`src/rtl/sim_seq_pkg.sv`:
```
// Shared types and elaboration helpers for the simulation reset/finish sequencer.
// Latency: n/a (declarations only).
// Backpressure: n/a (declarations only).
package sim_seq_pkg;

    localparam int unsigned SEQ_STATE_W = 3;

    // Reset outputs of the BSV wrapper follow the BSV reset polarity.
`ifdef BSV_POSITIVE_RESET
    localparam logic RST_OUT_ACTIVE_DFLT = 1'b1;
`else
    localparam logic RST_OUT_ACTIVE_DFLT = 1'b0;
`endif

    typedef enum logic [SEQ_STATE_W-1:0] {
        HOLD    = 3'd0,
        MAIN_UP = 3'd1,
        RUN     = 3'd2,
        DRAIN   = 3'd3,
        FINISH  = 3'd4,
        DONE    = 3'd5
    } seq_state_t;

    // True when an unsigned value is representable in 'width' bits.
    function automatic bit fits_width(longint unsigned value, int unsigned width);
        if (width >= 64) begin
            return 1'b1;
        end
        return value < (64'd1 << width);
    endfunction

endpackage

```
`src/rtl/sim_sat_counter.sv`:
```
// Up-counter that stops at TERM and flags it; clear has priority over enable.
// Latency: count and terminal flag update one cycle after enable/clear.
// Backpressure: none; holds at TERM until cleared.
//
// Ports: CLK, RST (async, active-high), en (count this cycle), clr (sync clear),
//        at_term (count register equals TERM).
module sim_sat_counter #(
    parameter int unsigned W    = 11,
    parameter int unsigned TERM = 1023
) (
    input  logic CLK,
    input  logic RST,
    input  logic en,
    input  logic clr,
    output logic at_term
);

    localparam logic [W-1:0] TERM_V = W'(TERM);

    logic [W-1:0] count;

    assign at_term = (count == TERM_V);

    always_ff @(posedge CLK or posedge RST) begin
        if (RST) begin
            count <= '0;
        end else if (clr) begin
            count <= '0;
        end else if (en && !at_term) begin
            count <= count + W'(1);
        end
    end

endmodule

```
`src/rtl/sim_reset_finish_sequencer.sv`:
```
// Staged reset release for main/derived domains, cycle counter, and drained finish strobe.
// Latency: finish_req at edge N (RUN, idle) -> quiesce_req after N, finish_strobe for cycle after N+1.
// Backpressure: finish waits in DRAIN for design_idle, bounded by DRAIN_TIMEOUT cycles.
//
// Ports: CLK, RST (async, active-high), finish_req (level), design_idle,
//        dut_rst_out / derived_rst_out (RST_OUT_ACTIVE while held), quiesce_req,
//        finish_strobe (1-cycle), drain_timeout (sticky), cycle_count, seq_state (debug).
module sim_reset_finish_sequencer
    import sim_seq_pkg::*;
#(
    parameter int unsigned COUNT_W          = 32,
    parameter int unsigned MAIN_RST_CYCLES  = 20,
    parameter int unsigned DERIV_RST_CYCLES = 20,
    parameter int unsigned DRAIN_TIMEOUT    = 1024,
    parameter int unsigned TIMEOUT_W        = 11,
    parameter logic        RST_OUT_ACTIVE   = RST_OUT_ACTIVE_DFLT
) (
    input  logic               CLK,
    input  logic               RST,
    input  logic               finish_req,
    input  logic               design_idle,
    output logic               dut_rst_out,
    output logic               derived_rst_out,
    output logic               quiesce_req,
    output logic               finish_strobe,
    output logic               drain_timeout,
    output logic [COUNT_W-1:0] cycle_count,
    output logic [2:0]         seq_state
);

    // Elaboration-time parameter sanity.
    if (!fits_width(longint'(DERIV_RST_CYCLES), COUNT_W)) begin : g_bad_count_w
        $error("COUNT_W too narrow for DERIV_RST_CYCLES");
    end
    if (!fits_width(longint'(DRAIN_TIMEOUT), TIMEOUT_W)) begin : g_bad_timeout_w
        $error("TIMEOUT_W too narrow for DRAIN_TIMEOUT");
    end
    if (DERIV_RST_CYCLES < MAIN_RST_CYCLES) begin : g_bad_order
        $error("DERIV_RST_CYCLES must be >= MAIN_RST_CYCLES");
    end
    if (MAIN_RST_CYCLES < 1 || DRAIN_TIMEOUT < 1) begin : g_bad_zero
        $error("MAIN_RST_CYCLES and DRAIN_TIMEOUT must be at least 1");
    end

    // Release compares are against the pre-edge count, so the output reads
    // released exactly when cycle_count shows the configured value.
    localparam logic [COUNT_W-1:0] MAIN_REL  = COUNT_W'(MAIN_RST_CYCLES - 1);
    localparam logic [COUNT_W-1:0] DERIV_REL = COUNT_W'(DERIV_RST_CYCLES - 1);
    localparam bit                 SAME_EDGE = (DERIV_RST_CYCLES == MAIN_RST_CYCLES);

    seq_state_t state;
    logic       finish_pend;
    logic       drain_at_term;

    assign seq_state = state;

    sim_sat_counter #(
        .W    (TIMEOUT_W),
        .TERM (DRAIN_TIMEOUT - 1)
    ) u_drain_cnt (
        .CLK     (CLK),
        .RST     (RST),
        .en      (state == DRAIN),
        .clr     (state != DRAIN),
        .at_term (drain_at_term)
    );

    always_ff @(posedge CLK or posedge RST) begin
        if (RST) begin
            state           <= HOLD;
            cycle_count     <= '0;
            dut_rst_out     <= RST_OUT_ACTIVE;
            derived_rst_out <= RST_OUT_ACTIVE;
            quiesce_req     <= 1'b0;
            finish_strobe   <= 1'b0;
            drain_timeout   <= 1'b0;
            finish_pend     <= 1'b0;
        end else begin
            cycle_count   <= cycle_count + COUNT_W'(1);
            finish_strobe <= 1'b0;
            case (state)
                HOLD: begin
                    // Finish requests during reset are remembered, never abort the sequence.
                    if (finish_req) begin
                        finish_pend <= 1'b1;
                    end
                    if (cycle_count == MAIN_REL) begin
                        dut_rst_out <= ~RST_OUT_ACTIVE;
                        if (SAME_EDGE) begin
                            derived_rst_out <= ~RST_OUT_ACTIVE;
                            state           <= RUN;
                        end else begin
                            state <= MAIN_UP;
                        end
                    end
                end
                MAIN_UP: begin
                    if (finish_req) begin
                        finish_pend <= 1'b1;
                    end
                    if (cycle_count == DERIV_REL) begin
                        derived_rst_out <= ~RST_OUT_ACTIVE;
                        state           <= RUN;
                    end
                end
                RUN: begin
                    if (finish_req || finish_pend) begin
                        quiesce_req <= 1'b1;
                        finish_pend <= 1'b0;
                        state       <= DRAIN;
                    end
                end
                DRAIN: begin
                    // Idle takes priority over a coincident timeout.
                    if (design_idle) begin
                        finish_strobe <= 1'b1;
                        state         <= FINISH;
                    end else if (drain_at_term) begin
                        finish_strobe <= 1'b1;
                        drain_timeout <= 1'b1;
                        state         <= FINISH;
                    end
                end
                FINISH: begin
                    state <= DONE;
                end
                DONE: begin
                    state <= DONE;
                end
                default: begin
                    state <= HOLD;
                end
            endcase
        end
    end

endmodule
```
`config.mk`:
```
export PLATFORM = sky130hd
export DESIGN_NAME = sim_reset_finish_sequencer
export DESIGN_NICKNAME = d
export VERILOG_FILES = /design/src/rtl/sim_seq_pkg.sv /design/src/rtl/sim_sat_counter.sv /design/src/rtl/sim_reset_finish_sequencer.sv
export SDC_FILE = /design/constraint.sdc
export NUM_CORES = 1
export LEC_CHECK = 0
export CAP_MARGIN = 20
export CORE_AREA = 2 2 58 88
export DETAILED_ROUTE_END_ITERATION = 10
export DIE_AREA = 0 0 60 90
export PLACE_DENSITY_LB_ADDON = 0.12
export RECOVER_POWER = 100
export SYNTH_ARGS = -nofsm -noshare
export SYNTH_HDL_FRONTEND = slang
export SYNTH_HIERARCHICAL = 1
export SYNTH_SLANG_ARGS = --single-unit
```
`constraint.sdc`:
```
create_clock -name CLK -period 5 [get_ports CLK]
set_input_delay 1 -clock CLK [delete_from_list [all_inputs] [get_ports CLK]]
set_output_delay 1 -clock CLK [all_outputs]
set_load 0.03 [all_outputs]
```
After elaboration in Yosys (flattened, before gate mapping)
Cells that the tools add are included.
{"block": "word_totals", "output_inout_bits": 40, "regBits": 52, "word_cells": 51}
{"block": "classes", "n_eq_ne": 12, "n_reduce_logical": 14, "mux": 13, "n_bitwise": 1, "n_addsub": 2}
{"cell": "$add 32x1->32 const B", "count": 1}
{"cell": "$eq 32x5->1 const B", "count": 1}
{"cell": "$mux 11", "count": 2}
{"cell": "$mux 3", "count": 4}
{"cell": "$pmux 3 s4", "count": 1}
{"cell": "$add 11x1->11 const B", "count": 1}
{"cell": "$eq 11x10->1 const B", "count": 1}
{"cell": "$reduce_and 3->1", "count": 3}
{"cell": "$eq 3x2->1 const B", "count": 2}
{"cell": "$eq 3x3->1 const B", "count": 2}
{"cell": "$reduce_and 2->1", "count": 3}
{"cell": "$mux 1", "count": 5}
{"cell": "$ne 2x1->1 const B", "count": 2}
{"cell": "$reduce_bool 2->1", "count": 2}
{"cell": "$reduce_or 2->1", "count": 2}
{"cell": "$eq 3x1->1 const B", "count": 1}
{"cell": "$logic_not 3->1", "count": 1}
{"cell": "$ne 3x2->1 const B", "count": 1}
{"cell": "$ne 3x3->1 const B", "count": 1}
{"cell": "$ne 2x2->1 const B", "count": 1}
{"cell": "$pmux 1 s2", "count": 1}
{"cell": "$logic_and 1x1->1", "count": 1}
{"cell": "$logic_not 1->1", "count": 1}
{"cell": "$logic_or 1x1->1", "count": 1}
{"cell": "$not 1->1", "count": 1}

Logic depth before layout (Yosys ltp)
{"block": "logic_depth", "ltp_word": 5, "ltp_mapped": 7, "mapped_depth_nobuf": 7}

Hierarchy
The synthesis kept the hierarchy.
{"module": "sim_reset_finish_sequencer", "seq_area_each_um2": 1026.0, "instances": 1, "cells_each": 164, "area_each_um2": 1858.0}
{"module": "sim_sat_counter", "seq_area_each_um2": 275.3, "instances": 1, "cells_each": 64, "area_each_um2": 629.4}

Worst setup path after synthesis
Ideal clock, no wire load.
{"block": "synth_path", "path_type": "register to register", "start": "register state[1], in the netlist seq_state[1]", "end": "register u_drain_cnt.count[7]", "t_arrival_ps": 1800, "slack_ps": 3124, "path_stages_with_launch": 8, "path_buffers": 0, "path_cell_list": "dfrtp_1 nor2b_1 nand2_1 inv_1 and3_4 o211ai_4 or4_1 o21ai_1"}
{"block": "synth_between", "elab_chain_len": 3}
{"item": "start: declaration", "line": "sim_reset_finish_sequencer.sv:51", "text": "seq_state_t state;"}
{"item": "start signal: assignment", "line": "sim_reset_finish_sequencer.sv:70", "text": "state <= HOLD;"}
{"item": "start signal: assignment", "line": "sim_reset_finish_sequencer.sv:91", "text": "state <= RUN;"}
{"item": "start signal: assignment", "line": "sim_reset_finish_sequencer.sv:93", "text": "state <= MAIN_UP;"}
{"item": "$eq 3x2->1", "line": "sim_reset_finish_sequencer.sv:63", "text": ".en (state == DRAIN),"}
{"item": "$logic_and 1x1->1", "line": "sim_sat_counter.sv:29", "text": "end else if (en && !at_term) begin"}
{"item": "$reduce_bool 2->1 (no line)"}
{"item": "end signal: assignment", "line": "sim_sat_counter.sv:30", "text": "count <= count + W'(1);"}
{"item": "end: declaration", "line": "sim_sat_counter.sv:20", "text": "logic [W-1:0] count;"}
Several ways; a longest one is shown, not always the timed one.
A chain may end at the register's enable or synchronous reset.

==> flow_summary_export.csv <==
group,metric,value,unit
pwr,leakage,1.38,nW
floorplan,die_w,60,um
critical_path,worstPathRequired,4.98,ns
routing,post_drt_wl_per_cell,15.3,um
routing,avgViaCountPerCell,5.61,
synthesis,syn_area_per_cell,10.9,um2
floorplan,initial_utilization,0.530,
finish,final_cells,340,
finish,syn_to_final_growth,21.4,%
timing,slew_violations,57,
synthesis,ys_ff_latch,52,
critical_path,critPathMaxStageDelay,1.52,ns
synthesis,synthCells,228,
clock_tree,ctsResizeCount,0,
placement,hpwl,3730,um
routing,drc,0,
clock_tree,clk_pin_slew,0.09,ns
clock_tree,cts-root-buf,"clkbuf_8",
floorplan,core-area,4690,um2
synthesis,yosysMostFrequentCell,"dfrtp_1",
finish,final_nets,280,
timing,tns,0,ns
timing,fin_crit,3.16,ns
clock_tree,clock_path_buffers,2,
finish,nFillCells,410,
synthesis,yosysWarnings,6,
finish,seq_area,1300,um2
routing,first_pass_iters,5,
run,maxCapViolCount,2,
clock_tree,cts_tree,"yes",
clock_tree,post_cts_buffers,0,
timing,fmax,0.316,GHz
synthesis,ys_types,42,
run_status,violations,"capacitance limit, slew limit",
timing,final-hold-violation-count,0,
floorplan,dieArea,5400,um2
clock_tree,clock_sinks,52,
synthesis,ys_async_sr_fraction,1.00,
grt,grt_max_degree,42,
timing,skew,0.00451,ns
placement,place.gp.congestion,0.800,
critical_path,crit_family,"buffers and inverters",
routing,num_vias,1908,
clock_tree,htreeDepth,2,
routing,routed_wl,5210,um
clock_tree,insertion_delay,0.30,ns
clock_tree,cts-hold-fix-buffers,0,
timing,finalCritPeriodShare,0.633,
critical_path,crit_type,"in2async",
grt,antenna_found_initial,0,
clock_tree,cts_buffers,5,
critical_path,cp.arrival,3.15,ns
timing,worst_pin_slew,2.14,ns
routing,final_antenna_net_count,0,
synthesis,yosys-top-cells-area,"dfrtp_1 (52%), xnor2_1 (9.5%), nand3_1 (3.6%)",
timing,finalSetupViolations,0,
synthesis,synth-edff-count,0,
pwr,power,0.000684,W
timing,rsz0062_at_grt,"false",
critical_path,start_kind,"input pin",
critical_path,critPathBufInv,3,
critical_path,crit_slowest_cell,"clkbuf_1",
floorplan,pin_count,44,
synthesis,syn_nets,234,
synthesis,ys.flop_type,"dfrtp_1",
hold_path,hold_path_class,"reg2reg",
synthesis,synth_seq_area_share,0.523,
synthesis,synth_common_cells,"dfrtp_1 (52), xnor2_1 (27), nand3_1 (18)",
synthesis,yosys.area.top_type,"dfrtp_1",
routing,drt_iter0_drc,150,
timing,slew_headroom,-0.430,
finish,drive_gt1_frac,0.0365,
floorplan,rows,31,
placement,numPortBuffers,43,
pwr,ir_drop,0.175,mV
finish,multi_input_area,1080,um2
finish,antennaDiodeCount,0,
critical_path,critPathMaxFanout,41,
synthesis,yosysTopAreaCellShare,0.523,
grt,grt_pass1_wl,8810,um
critical_path,end_kind,"asynchronous set/reset pin",
grt,grt_pass1_vias,1864,
synthesis,synth_area,2490,um2
run_status,outcome,"complete, but fails checks",
grt,gr-total-overflow,0,
pwr,power_density,227,nW/um2
placement,place_inst,333,
critical_path,worstPathCellList,"dlygate4sd3_1, inv_1, clkbuf_1",
grt,grt.total_usage,0.212,
floorplan,die_h,90,um
[routing by layer]
metal / share of wire / vias up / GRT usage
met5: 0 / - / 0
li1: - / 907 / -
met1: 0.42 / 941 / 0.273
met3: 0.039 / 12 / 0.0460
met4: 0.026 / 0 / 0.0889
met2: 0.52 / 48 / 0.336
[logic make-up after synthesis]
logic type	count (synthesis)	share of synthesized area
and+or+nand+nor	106	0.261
DFF	52	0.523
xor gates and xnor gates	33	0.116
AOI/OAI and AO/OA	22	0.0639
buffers and inverters	12	0.0216
adders and majority gates	2	0.0101
muxes	1	0.00402
[power breakdown]
group | internal, W | total, W | switching, W
clock | 0.000123 | 0.000253 | 0.000129
combinational | 0.00000200 | 0.0000111 | 0.00000912
sequential | 0.000420 | 0.000420 | 0
total | 0.000546 | 0.000684 | 0.000138
[cell usage in the layout (no fill, tap or decap), types with 8 or more instances in the layout]
| cell type | n |
|---|---|
| dfrtp_1 | 52 |
| dlygate4sd3_1 | 43 |
| xnor2_1 | 27 |
| nand3_1 | 18 |
| nand4_1 | 15 |
| nand2_1 | 13 |
| nor2_1 | 12 |
| and3_1 | 9 |
| nor3_1 | 8 |
[flip-flops by register name, indices dropped and copies added, names as in the netlist]
register and flops:
finish_pend 1, seq_state 3, dut_rst_out 1, finish_strobe 1
u_drain_cnt/count 11, drain_timeout 1, derived_rst_out 1, quiesce_req 1
cycle_count 32
[per-stage QoR]
step | cell area, um2 | hold WS, ns | setup WS, ns | util
after floorplan | 2490 | 0.503 | 3.05 | -
after global placement | 2980 | 0.440 | 2.79 | 0.635
after detailed placement | 2980 | 0.455 | 2.78 | 0.635
after CTS | 3080 | 0.475 | 2.44 | 0.656
after global routing | 3020 | 0.483 | 1.31 | 0.643
final | 3020 | 0.465 | 1.84 | 0.643
[area by class of cell]
cell class,instances,area share
flip-flops and latches,52,0.431
inverters,7,0.00870
clock buffers,7,0.0319
repair buffers,44,0.144
multi-input cells,164,0.357
well taps,66,0.0274
[worst paths after layout]
path	start	to	slack, ns	cells after the start
max	RST	drain_timeout	1.84	3
min reg2reg	dut_rst_out	dut_rst_out	0.46	1
min in group asynchronous	RST	u_drain_cnt/count[0]	1.16	2
max in group CLK	cycle_count[5]	cycle_count[31]	2.00	4
min	dut_rst_out	dut_rst_out	0.46	1
max reg2reg	cycle_count[5]	cycle_count[31]	2.00	4
No activity file was read; power rests on OpenSTA's default activity.
==> RTL change 1 (same flow settings) <==
The parameter `COUNT_W` goes from 32 to 16.
--- a/src/rtl/sim_reset_finish_sequencer.sv
+++ b/src/rtl/sim_reset_finish_sequencer.sv
@@ -10,3 +10,3 @@
 #(
-    parameter int unsigned COUNT_W          = 32,
+    parameter int unsigned COUNT_W          = 16,
     parameter int unsigned MAIN_RST_CYCLES  = 20,
Ports: changed (resized cycle_count); port bits go from 44 to 28. No check against the original RTL was run, so the function may have changed too.
==> RTL change 1 against the original RTL <==
  * Total power is 21% lower
  * Final area is 29% lower
  * Synthesized cell count is 29% lower
  * Worst hold slack worse by 0.0014 ns
  * Synthesized area is 29% lower
  * Register-to-register slack better by 0.55 ns
  * Setup slack better by 0.58 ns
  * Sequential cell count is 16 lower
  * Routed wire length is 30% lower
  * Non-clock buffer count is 16 lower
  * Critical path type is now reg2out
  * Critical endpoint is now cycle_count[3]
  * Largest power group unchanged
  * Highest routed layer unchanged
==> RTL change 1: results (changes against the original RTL) <==
[grt]
grt_pass1_vias = 1448  ; was 1864
use_met1 = 0.1927  ; was 0.2726
use_met3 = 0.04029  ; was 0.04604
grt_start_max_net_pins = 26  ; was 42
use_met2 = 0.2536  ; was 0.3361
track_usage = 0.1584  ; was 0.2119

[critical_path]
path_max_fanout = 7  ; was 41
reg2reg_from = seq_state[2]$_DFFE_PP0P_  ; was cycle_count[5]$_DFF_PP0_
cp-startpoint = cycle_count[3]$_DFF_PP0_  ; was RST
worstPathArrival_ns = 1.58  ; was 3.15 ns
r2r_slack_ns = 2.55  ; was 2.00 ns
slowest_stage = dlygate4sd3_1  ; was clkbuf_1
rr_endpoint = u_drain_cnt/count[7]$_DFFE_PP0P_  ; was cycle_count[31]$_DFF_PP0_

[power]
p_per_area_mw_per_mm2 = 252.6  ; was 226.6 mW/mm²
switching_power_uw = 123.7  ; was 138.4 µW
ir_worst_vdd_uv = 172.9  ; was 174.6 µV
pg_comb_uw = 32.9  ; was 11.1 µW

[clock_network]
cts_buffer_depth = 2  ; unchanged
post_cts_buffers = 0  ; unchanged
clk_pin_slew_ns = 0.07  ; was 0.09 ns

[layout]
largest_reg_flops = 16  ; was 32
top_register = cycle_count  ; unchanged
drive_above_1_share = 0.07143  ; was 0.03650

[yosys]
synthTopCellsByArea = dfrtp_1 (51%), xor2_1 (6.5%), nor2_1 (3.4%)  ; was dfrtp_1 (52%), xnor2_1 (9.5%), nand3_1 (3.6%)
syn_nets = 169  ; was 234
synth-seq-area-share = 0.5136  ; was 0.5231
yosys.cell_types.count = 44  ; was 42

[timing]
hold_ws_ns = 0.4635  ; was 0.4648 ns
maxSlewHeadroom = 0.1678  ; was -0.4298

[placed_design]
gp_congestion = 0.7655  ; was 0.8003
io_buffers = 27  ; was 43

[routing]
via_per_inst = 5.126  ; was 5.612
drt_iter0_markers = 64  ; was 150
first_pass_iters = 6  ; was 5
wl_met3_um = 115  ; was 201 µm
wl_um = 3636  ; was 5213 µm
m1WireLength_um = 1486  ; was 2181 µm

[hold_path]
hold_path_depth = 2  ; was 1

[outcome]
outcome = completed  ; was finished, violations left

RTL change 1: worst max-delay path by stage:
stage | end | slack, ns | depth (start not counted)
finish | cycle_count[3] | 2.42 | 1
global placement | seq_state[0]$_DFFE_PP0P_ | 2.68 | 4
floorplan | seq_state[0]$_DFFE_PP0P_ | 3.12 | 3
global route | quiesce_req$_DFFE_PP0P_ | 2.29 | 3
CTS | cycle_count[3] | 2.44 | 1
detailed placement | seq_state[0]$_DFFE_PP0P_ | 2.64 | 4
RTL change 1: cells by family (layout without fill, tap and decap cells):
logic type | after synthesis | count (layout) | share of synthesized area
compound gates | 21 | 21 | 0.09344
xor+xnor | 17 | 17 | 0.08488
fa+ha+maj | 2 | 2 | 0.01426
buf+inv | 15 | 48 | 0.03708
flops | 36 | 36 | 0.5135
mux | 1 | 1 | 0.005706
simple gates | 71 | 71 | 0.2511
RTL change 1: cell type report:
| type | instances | area (µm²) |
|---|---|---|
| inverter | 12 | 45.04 |
| sequential | 36 | 900.9 |
| fill | 469 | 2545 |
| multi-input combinational | 112 | 755.7 |
| tap | 66 | 82.58 |
| timing repair buffer | 28 | 274.0 |
| clock buffer | 8 | 90.09 |
RTL change 1: per-stage QoR:
step | std cells | setup slack, ns | area [µm²] | util
5_1_grt | 262 | 2.290 | 2148 | 0.4577
3_5_place_dp | 253 | 2.639 | 2087 | 0.4447
6_report | 262 | 2.419 | 2148 | 0.4577
4_1_cts | 261 | 2.438 | 2177 | 0.4639
3_3_place_gp | 253 | 2.675 | 2087 | 0.4447
2_1_floorplan | 163 | 3.116 | 1754 | -
RTL change 1: worst min-delay path, cell delays in order (launching register included):
cell	delay, ns
dfrtp_1	0.34
inv_1	0.04
o41ai_1	0.05
==> RTL change 2 (config.mk and constraints unchanged) <==
Made on the original files. Make the reset (`RST`) synchronous in 2 clocked blocks. Comments in the files are not updated.
--- a/src/rtl/sim_sat_counter.sv
+++ b/src/rtl/sim_sat_counter.sv
@@ -23,3 +23,3 @@
 
-    always_ff @(posedge CLK or posedge RST) begin
+    always_ff @(posedge CLK) begin
         if (RST) begin
--- a/src/rtl/sim_reset_finish_sequencer.sv
+++ b/src/rtl/sim_reset_finish_sequencer.sv
@@ -67,3 +67,3 @@
 
-    always_ff @(posedge CLK or posedge RST) begin
+    always_ff @(posedge CLK) begin
         if (RST) begin
Function: differs if RST is asserted again (counterexample within 4 cycles, from zero or initial values and one cycle with RST high); with RST held inactive, the same outputs for 10 cycles.
==> RTL change 2 against the original RTL <==
  * Setup slack better by 0.069 ns
  * Routed wire length up 8.3%
  * First-iteration DRC count up 26%
  * Sequential cell count did not move
  * Final area up 0.83%
  * Synthesized area increased by 3.7%
  * Highest routed layer unchanged
Power is not compared: it rests on default switching activity, and its combinational part moved more than twofold at a synthesized area within 25%.
==> RTL change 2: results (changes against the original RTL) <==
[grt]
use_met2 = 0.3841  ; was 0.3361
grt_pass1_wl_um = 9653  ; was 8811 µm
use_met3 = 0.04460  ; was 0.04604

[placed_design]
dp_cells = 384  ; was 333
gp_congestion = 0.8226  ; was 0.8003
postPlaceCellArea_mm2 = 0.002992  ; was 0.002980 mm²
dpl.hpwl_um = 4067  ; was 3732 µm

[yosys]
async_flop_share = 0  ; was 1.000
synthMuxAreaShare = 0.01989  ; was 0.004024
synth-seq-area-share = 0.4037  ; was 0.5231
yosys.cell_types.count = 49  ; was 42
syn_avg_cell_area_um2 = 8.985  ; was 10.91 µm²
synth_common_cells = dfxtp_1 (52), a21oi_1 (26), nor2_1 (21)  ; was dfrtp_1 (52), xnor2_1 (27), nand3_1 (18)
synthTopCellsByArea = dfxtp_1 (40%), a21oi_1 (5.0%), o31ai_1 (3.8%)  ; was dfrtp_1 (52%), xnor2_1 (9.5%), nand3_1 (3.6%)

[routing]
first_pass_iters = 4  ; was 5
wl_um = 5644  ; was 5213 µm
drt_iter0_markers = 189  ; was 150
num_vias = 2331  ; was 1908
wl_met2_um = 2986  ; was 2691 µm
m1WireLength_um = 2431  ; was 2181 µm

[outcome]
outcome = completed  ; was finished, violations left

[timing]
clock_skew_ns = 0.009264  ; was 0.004509 ns

[layout]
multi_input_area_mm2 = 0.001371  ; was 0.001079 mm²
clock_area_frac = 0.02548  ; was 0.03191
drive_above_1_share = 0.06154  ; was 0.03650
n_all_inverters = 10  ; was 7

[critical_path]
max_stage_delay_ns = 1.01  ; was 1.52 ns

==> RTL change 2: cell count changes in the layout (fill, tap and decap cells not counted), moves of 6 or more <==
| cell | change |
|---|---|
| nand2_1 | +6 |
| or4_1 | +12 |
| o31ai_1 | +12 |
| xnor2_1 | -26 |
| or3_1 | +9 |
| a21oi_1 | +22 |
| nor2_1 | +9 |
| and3_1 | -6 |
| dfrtp_1 | -52 |
| dfxtp_1 | +52 |
| nand3_1 | -7 |
==> RTL change 2: path summary, 6_finish.rpt <==
path / depth (start not counted) / start / slack [ns] / end
min: 2 / derived_rst_out$_SDFFE_PP0P_ / 0.45 / derived_rst_out$_SDFFE_PP0P_
max: 4 / RST / 1.90 / cycle_count[31]$_SDFF_PP0_
max reg2reg: 4 / cycle_count[2]$_SDFF_PP0_ / 2.77 / cycle_count[31]$_SDFF_PP0_
min reg2reg: 2 / derived_rst_out$_SDFFE_PP0P_ / 0.45 / derived_rst_out$_SDFFE_PP0P_
==> RTL change 2: tightest hold or removal path, stage by stage (launching register included) <==
cell,delay [ns]
dfxtp_1,0.32
inv_1,0.05
a21oi_1,0.05
==> RTL change 2: cell families (layout without fill, tap and decap cells) <==
kind of cell / Yosys count / in the layout
AOI/OAI and AO/OA: 66 / 66
xor gates and xnor gates: 11 / 11
adders and majority gates: 2 / 2
muxes: 5 / 5
DFF: 52 / 52
and+or+nand+nor: 128 / 128
buffers and inverters: 23 / 61
==> RTL change 2: per-stage QoR <==
step / setup slack, ns / hold slack [ns] / util
detailed placement: 2.265 / 0.4435 / 0.6374
floorplan: 3.026 / 0.4245 / -
finish: 1.904 / 0.4526 / 0.6486
CTS: 2.480 / 0.4577 / 0.6540
global route: 1.636 / 0.4814 / 0.6486
global placement: 2.285 / 0.4367 / 0.6374
